**config.mk**
```make
export PLATFORM = sky130hd
export DESIGN_NAME = dac_spi_tx
export DESIGN_NICKNAME = d
export VERILOG_FILES = /design/src/rtl/dac_pkg.sv /design/src/rtl/dac_spi_tx_clk_div.sv /design/src/rtl/dac_spi_tx.sv
export SDC_FILE = /design/constraint.sdc
export NUM_CORES = 1
export LEC_CHECK = 0
export ABC_AREA = 0
export BUFFER_PORTS_ARGS = -buffer_cell sky130_fd_sc_hd__buf_2
export CORE_AREA = 2 2 65 67
export CTS_CLUSTER_SIZE = 30
export DETAILED_ROUTE_END_ITERATION = 7
export DIE_AREA = 0 0 67 69
export PLACE_DENSITY = 0.67
export SLEW_MARGIN = 20
export SYNTH_ARGS = -nofsm -noshare
export SYNTH_HDL_FRONTEND = slang
export SYNTH_SLANG_ARGS = --single-unit
```
**constraint.sdc**
```tcl
create_clock -name clock -period 2.6 [get_ports clock]
set_input_delay 0.26 -clock clock [delete_from_list [all_inputs] [get_ports clock]]
set_output_delay 0.26 -clock clock [all_outputs]
set_load 0.1 [all_outputs]
```
**src/rtl/dac_pkg.sv**
```systemverilog
// Shared types and widths for the DAC SPI transmitter.
// Holds the FSM state encoding and a small max helper.
package dac_pkg;

  localparam int unsigned FRAME_W = 16;
  localparam int unsigned DATA_W  = 12;
  localparam int unsigned CTRL_W  = 4;

  typedef enum logic [1:0] {
    IDLE  = 2'd0,
    SHIFT = 2'd1,
    HOLD  = 2'd2,
    GAP   = 2'd3
  } state_t;

  function automatic int unsigned max_u(
    input int unsigned a,
    input int unsigned b
  );
    return (a > b) ? a : b;
  endfunction

endpackage

```
**src/rtl/dac_spi_tx_clk_div.sv**
```systemverilog
// SCLK half-period tick generator: one-cycle tick every CLK_DIV
// enabled cycles, restarting from zero whenever enable drops.
module dac_clk_div #(
  parameter int unsigned CLK_DIV = 25
) (
  input  logic clock,
  input  logic reset,
  input  logic en_i,
  output logic tick_o
);

  localparam int unsigned CW = $clog2(CLK_DIV + 1);

  logic [CW-1:0] cnt_q, cnt_d;

  assign tick_o = en_i && (cnt_q == CW'(CLK_DIV - 1));

  always_comb begin
    cnt_d = cnt_q + CW'(1);
    if (!en_i || tick_o) begin
      cnt_d = '0;
    end
  end

  always_ff @(posedge clock or posedge reset) begin
    if (reset) begin
      cnt_q <= '0;
    end else begin
      cnt_q <= cnt_d;
    end
  end

endmodule

```
**src/rtl/dac_spi_tx.sv**
```systemverilog
// 16-bit SPI frame transmitter for a 12-bit DAC ({CTRL, sample}).
// Optional LDAC strobe in the CS gap when DAC_LDAC_EN is defined.
module dac_spi_tx
  import dac_pkg::*;
#(
  parameter int unsigned       CLK_DIV = 25,
  parameter logic [CTRL_W-1:0] CTRL    = 4'b0011,
  parameter int unsigned       CS_GAP  = 4
) (
  input  logic              clock,
  input  logic              reset,
  input  logic [DATA_W-1:0] in_data,
  input  logic              in_valid,
  output logic              in_ready,
  output logic              busy,
  output logic              done,
  output logic              DAC_CS_N,
  output logic              DAC_SCLK,
`ifdef DAC_LDAC_EN
  output logic              DAC_LDAC_N,
`endif
  output logic              DAC_DIN
);

`ifdef DAC_LDAC_EN
  localparam int unsigned GAP_LEN = max_u(CS_GAP, CLK_DIV + 1);
`else
  localparam int unsigned GAP_LEN = CS_GAP;
`endif
  localparam int unsigned GW = $clog2(GAP_LEN + 1);

  state_t             state_q, state_d;
  logic [FRAME_W-1:0] sh_q, sh_d;
  logic [3:0]         bit_q, bit_d;
  logic [GW-1:0]      gap_q, gap_d;
  logic               cs_n_q, cs_n_d;
  logic               sclk_q, sclk_d;
  logic               din_q, din_d;
  logic               done_q, done_d;
  logic [FRAME_W-1:0] frame;
  logic               div_en;
  logic               tick;

  assign frame  = {CTRL, in_data};
  assign div_en = (state_q == SHIFT) || (state_q == HOLD);

  dac_clk_div #(
    .CLK_DIV(CLK_DIV)
  ) u_div (
    .clock (clock),
    .reset (reset),
    .en_i  (div_en),
    .tick_o(tick)
  );

  always_comb begin
    state_d = state_q;
    sh_d    = sh_q;
    bit_d   = bit_q;
    gap_d   = gap_q;
    cs_n_d  = cs_n_q;
    sclk_d  = sclk_q;
    din_d   = din_q;
    done_d  = 1'b0;
    unique case (state_q)
      IDLE: begin
        if (in_valid) begin
          state_d = SHIFT;
          sh_d    = {frame[FRAME_W-2:0], 1'b0};
          din_d   = frame[FRAME_W-1];
          bit_d   = 4'd15;
          cs_n_d  = 1'b0;
          sclk_d  = 1'b0;
        end
      end
      SHIFT: begin
        if (tick) begin
          sclk_d = !sclk_q;
          // data moves only on the falling SCLK edge
          if (sclk_q) begin
            if (bit_q == 4'd0) begin
              state_d = HOLD;
            end else begin
              bit_d = bit_q - 4'd1;
              din_d = sh_q[FRAME_W-1];
              sh_d  = {sh_q[FRAME_W-2:0], 1'b0};
            end
          end
        end
      end
      HOLD: begin
        if (tick) begin
          state_d = GAP;
          cs_n_d  = 1'b1;
          din_d   = 1'b0;
          done_d  = 1'b1;
          gap_d   = '0;
        end
      end
      GAP: begin
        if (gap_q == GW'(GAP_LEN - 1)) begin
          state_d = IDLE;
        end else begin
          gap_d = gap_q + GW'(1);
        end
      end
      default: state_d = IDLE;
    endcase
  end

  always_ff @(posedge clock or posedge reset) begin
    if (reset) begin
      state_q <= IDLE;
      sh_q    <= '0;
      bit_q   <= '0;
      gap_q   <= '0;
      cs_n_q  <= 1'b1;
      sclk_q  <= 1'b0;
      din_q   <= 1'b0;
      done_q  <= 1'b0;
    end else begin
      state_q <= state_d;
      sh_q    <= sh_d;
      bit_q   <= bit_d;
      gap_q   <= gap_d;
      cs_n_q  <= cs_n_d;
      sclk_q  <= sclk_d;
      din_q   <= din_d;
      done_q  <= done_d;
    end
  end

`ifdef DAC_LDAC_EN
  logic ldac_q, ldac_d;

  // low for the first CLK_DIV gap cycles, lagging CS_N by one
  assign ldac_d = !((state_q == GAP) && (gap_q < GW'(CLK_DIV)));

  always_ff @(posedge clock or posedge reset) begin
    if (reset) begin
      ldac_q <= 1'b1;
    end else begin
      ldac_q <= ldac_d;
    end
  end

  assign DAC_LDAC_N = ldac_q;
`endif

  assign in_ready = (state_q == IDLE);
  assign busy     = !in_ready;
  assign done     = done_q;
  assign DAC_CS_N = cs_n_q;
  assign DAC_SCLK = sclk_q;
  assign DAC_DIN  = din_q;

endmodule

```
After elaboration in Yosys (flattened, before gate mapping)
Cells that the tools add are included.

$add $sub $neg: 3. $mul: 0. Divide/modulo/power cells: 0. $lt $le $gt $ge: 0. Equal/unequal tests: 13. Shift-type cells: 0. Muxes and demuxes: 33. Bitwise gates (word level): 0. Reductions and logical operators: 18.

Operator list (number): $mux 16 (4); $pmux 16 s2 (1); $mux 4 (4); $mux 2 (6); $reduce_and 6->1 (2); $ne 2x2->1 const B (5); $mux 1 (9); $reduce_and 3->1 (3); $pmux 2 s4 (1); $pmux 4 s2 (1); $mux 3 (2); $ne 2x1->1 const B (3); $pmux 3 s2 (1); $reduce_bool 2->1 (3); $add 5x1->5 const B (1); $eq 5x5->1 const B (1); $mux 5 (1); $reduce_and 5->1 (1); $eq 2x2->1 const B (2); $logic_not 4->1 (1); $pmux 1 s2 (2); $sub 4x1->4 const B (1); $add 3x1->3 const B (1); $eq 3x2->1 const B (1); other kinds (7) (10).

Register bits after elaboration: 34. Bits in latches: 0. Memory bits (writable): 0. ROM bits: 0. Input bits: 15. Output and inout bits: 6. Word-level logic and storage cells: 76. Memories kept: 0.

Longest topological paths before layout
Word-level depth: 5. Depth in mapped cells: 7. Gate-level depth less buffers: 6.

By module
Synthesis repeated with hierarchy kept, for this count alone.

Cell total of the unflattened synthesis: 179. Area, all modules: 1840.5 um^2.

Modules (own cells, without submodules): dac_spi_tx (times used 1, cells each 155, area each 1551.5 um^2, sequential area each 701.9 um^2); dac_clk_div (times used 1, cells each 24, area each 289.0 um^2, sequential area each 125.1 um^2).

Least setup slack after synthesis
No wires, ideal clock.

Kind: register -> register. Start: register state_q[0]. End: register sh_q[2]. Setup time: 0.125 ns. Arrival: 2.725 ns. Required time: 2.475 ns. Slack: -0.250 ns. Cell stages (with the launch flop): 8. Buffers on the path: 1. Clock period less this slack: 2.850 ns. Cells stage by stage: dfrtp_1 > inv_1 > ha_1 > mux2i_1 > nand2b_2 > a211oi_4 > buf_6 > mux2_4.

Elaborated cells between the ends (all ways): 12. Those cells by class: eq/ne (6); mux (1); reduce/logical (5).

RTL lines: from (decl) (RTL line dac_spi_tx.sv:32) `state_t state_q, state_d;`; from (signal assigned) (RTL line dac_spi_tx.sv:122) `state_q <= state_d;`; $logic_not 2->1 *; via in_ready (RTL line dac_spi_tx.sv:14) `output logic in_ready,`; $ne 2x2->1 (no source line) / $reduce_bool 2->1 (equally long branches); $reduce_and 5->1 (no source line); to (signal assigned) (RTL line dac_spi_tx.sv:114) `sh_q <= '0;`; to (signal assigned) (RTL line dac_spi_tx.sv:123) `sh_q <= sh_d;`; to (decl) (RTL line dac_spi_tx.sv:33) `logic [FRAME_W-1:0] sh_q, sh_d;`.

The timed path passes the listed nets; every way through them passes the cells marked *. A chain may end at the register's enable or synchronous reset.

Worst setup path after layout
Start: register state_q[1]. End: register sh_q[9].

Cells in the longest elaborated chain, start to end: 5. Elaborated cells between the ends (all ways): 12. Those cells by class: eq/ne (6); mux (1); reduce/logical (5).

Ends and longest elaborated chain: $eq 2x1->1 / $eq 2x2->1 (equally long branches) (RTL line dac_spi_tx.sv:45, dac_spi_tx.sv:65); $logic_or 1x1->1 (RTL line dac_spi_tx.sv:45) `assign div_en = (state_q == SHIFT) || (state_q == HOLD);`; $logic_and 1x1->1 (RTL line dac_spi_tx_clk_div.sv:16) `assign tick_o = en_i && (cnt_q == CW'(CLK_DIV - 1));`; $ne 2x1->1 (no source line); $reduce_and 5->1 (no source line).

Parallel ways exist; a longest one is shown, timed or not.

==> out/qor.yml <==
outcome: "finished, final reports clean"
final_common_cell: "dfrtp_1"
cts_tree: "yes"
synth.distinct_cells: 48
via_per_inst: 5.48
drive_gt1_share_pct: 33.2
finalClockSkew_ns: 0.00416
leakagePower_nw: 0.999
avgSynthCellArea_um2: 11.1
p_sw_uw: 208
worst_pin_slew_ns: 0.498
ys_ff_latch: 33
final_cell_mix: "dfrtp_1 (32), mux2_2 (20), buf_2 (20)"
globalRouteTotalUtil_pct: 17.0
start_util_pct: 47.7
antenna_found_initial: 0
die_w_um: 67
port_buffers: 20
switching_share_pct: 19.9
std_cell_rows: 23
antenna_cells: 0
drt_first_pass_iters: 4
clockBufferDepth: 2
internal_power_uw: 840
path_class: "flop to flop"
crit_required_ns: 2.78
syn_area_mm2: 0.00187
setup_tns_ns: 0
fin_nets: 218
path_clk_slew_ns: 0.07
coreArea_mm2: 0.00391
rsz0062_at_grt: "false"
pin_count: 21
synth-warning-count: 0
powerDensity_mw_per_mm2: 488
die_h_um: 69
hold_violations: 0
grt_pass1_wl_um: 6010
syn_nets: 194
route.vias.total: 1331
synth_edf_count: 0
seq_area_frac_synth_pct: 44.3
slew_viol_final: 0
gr-total-overflow: 0
synthArstFlopShare_pct: 100
cp-start-kind: "flop"
routedWlPerCell_um: 14.5
h-tree-depth: 2
p_seq_share_pct: 49.0
dp_hpwl_um: 2540
ir_drop_mv: 0.303
grt_pass1_vias: 1339
fin_util_pct: 54.8
area_growth_pct: 14.9
path_max_fanout: 17
cts-root-buf: "clkbuf_8"
finalCriticalPeriod_ns: 2.27
clock-sinks: 33
worstSetupEndpointType: "flop"
finalSetupViolCount: 0
period_share_pct: 87.3
fmax_mhz: 440
critPathArrivalTime_ns: 2.45
finalWirelength_um: 3530
pwr-share-clk_pct: 48.1
drt_iter0_markers: 36
ant_nets: 0
gp_congestion: 0.781
synthCells: 168
clk_latency_ns: 0.29
die-area_mm2: 0.00462
drc: 0
min_path_type: "input port to asynchronous set/reset pin"
grt_max_degree: 34
ys.flop_type: "dfrtp_1"
slew_headroom_pct: 67.0
comb_power_share_pct: 2.9
cap_violations: 0
cts_made_buffers: 5
## per-stage QoR
stage / hold slack (ns) / instance area, µm² / setup WS (ns) / std cells / power (mW)
detailed placement: 0.376 / 2020 / 0.209 / 235 / 0.554
global placement: 0.367 / 2020 / 0.321 / 235 / 0.554
CTS: 0.0576 / 2140 / 0.176 / 243 / 1.07
floorplan: 0.388 / 1870 / 0.124 / 168 / 0.539
finish: 0.0483 / 2150 / 0.330 / 243 / 1.05
global route: 0.0826 / 2150 / 0.180 / 243 / 1.09
## Yosys cell counts, types with 2 or more instances
master / n / area (µm²)
ha_1: 11 / 138
buf_2: 2 / 10.0
nor3_1: 4 / 20.0
inv_1: 14 / 52.6
and3_1: 3 / 18.8
nand3b_1: 2 / 15.0
clkbuf_1: 3 / 11.3
o22ai_1: 2 / 12.5
mux2_2: 20 / 225
mux2_4: 4 / 60.1
dfrtp_1: 32 / 801
nor2b_1: 2 / 12.5
xor2_1: 2 / 17.5
nand3_1: 7 / 35.0
nor2_1: 7 / 26.3
a22oi_1: 2 / 15.0
nand2_1: 7 / 26.3
mux2i_1: 3 / 30.0
a21oi_1: 4 / 20.0
o22a_1: 2 / 17.5
nand2b_1: 5 / 31.3
o21ai_0: 4 / 20.0
## sequential cells by signal, indices dropped and copies added (netlist names)
register     flops
bit_q            4
u_div.cnt_q      5
gap_q            3
DAC_DIN          1
state_q          2
DAC_CS_N         1
done             1
DAC_SCLK         1
sh_q            15
## worst max-delay path: stages, from the launching register on
cell      delay [ns]
dfrtp_1         0.43
inv_1           0.13
ha_2            0.35
mux2i_1         0.16
nand2b_2        0.28
a211oi_4        0.17
buf_4           0.27
mux2_2          0.36
## path summary, 6_finish.rpt
kind	startpoint	to	slack, ns	cells after the start
setup / recovery	state_q[1]	sh_q[9]	0.33	7
hold reg to reg	DAC_DIN	DAC_DIN	0.48	1
min in group clock	in_data[0]	sh_q[1]	0.22	3
setup reg to reg	state_q[1]	sh_q[9]	0.33	7
max in group asynchronous	reset	DAC_CS_N	2.22	3
hold / removal	reset	u_div.cnt_q[3]	0.05	3
## power groups by stage
| stage | combinational [mW] | clock, mW | sequential [mW] |
|---|---|---|---|
| 3_3_place_gp | 0.0306 | 0 | 0.523 |
| 5_1_grt | 0.0347 | 0.540 | 0.513 |
| 6_report | 0.0302 | 0.505 | 0.513 |
| 4_1_cts | 0.0316 | 0.524 | 0.513 |
| 2_1_floorplan | 0.0159 | 0 | 0.523 |
| 3_5_place_dp | 0.0315 | 0 | 0.523 |
## cell type report
class,instances,area [µm²]
Tap cell,50,62.6
Clock buffer,6,82.6
Timing Repair Buffer,23,123
Sequential cell,33,827
Inverter,14,52.6
Multi-Input combinational cell,115,961
Clock inverter,2,37.5
Fill cell,357,1770
## logic make-up after synthesis
group | after synthesis | synth area share, %
buffers and inverters | 20 | 4.55
adders and majority gates | 11 | 7.37
xor gates and xnor gates | 3 | 1.41
and+or+nand+nor | 48 | 15.1
muxes | 27 | 16.9
AOI/OAI and AO/OA | 26 | 10.4
DFF | 33 | 44.3
## what timing repair did
item / CTS / global route
setup endpoints to repair: 0 / 5
endpoints found under the hold margin: 0 / 0
hold buffers: 0 / 0
buffers inserted: 0 / 0
gates resized for setup: 0 / 1
## layer usage
layer  vias to the layer above  GRT usage [%]  part of all wire (%)
met2                        25           28.2                    50
met3                         8           5.06                   3.9
li1                        642              -                     -
met4                         0           7.48                   2.2
met1                       656           20.0                    44
met5                         -              0                     0
No activity file was read; power rests on OpenSTA's default activity.
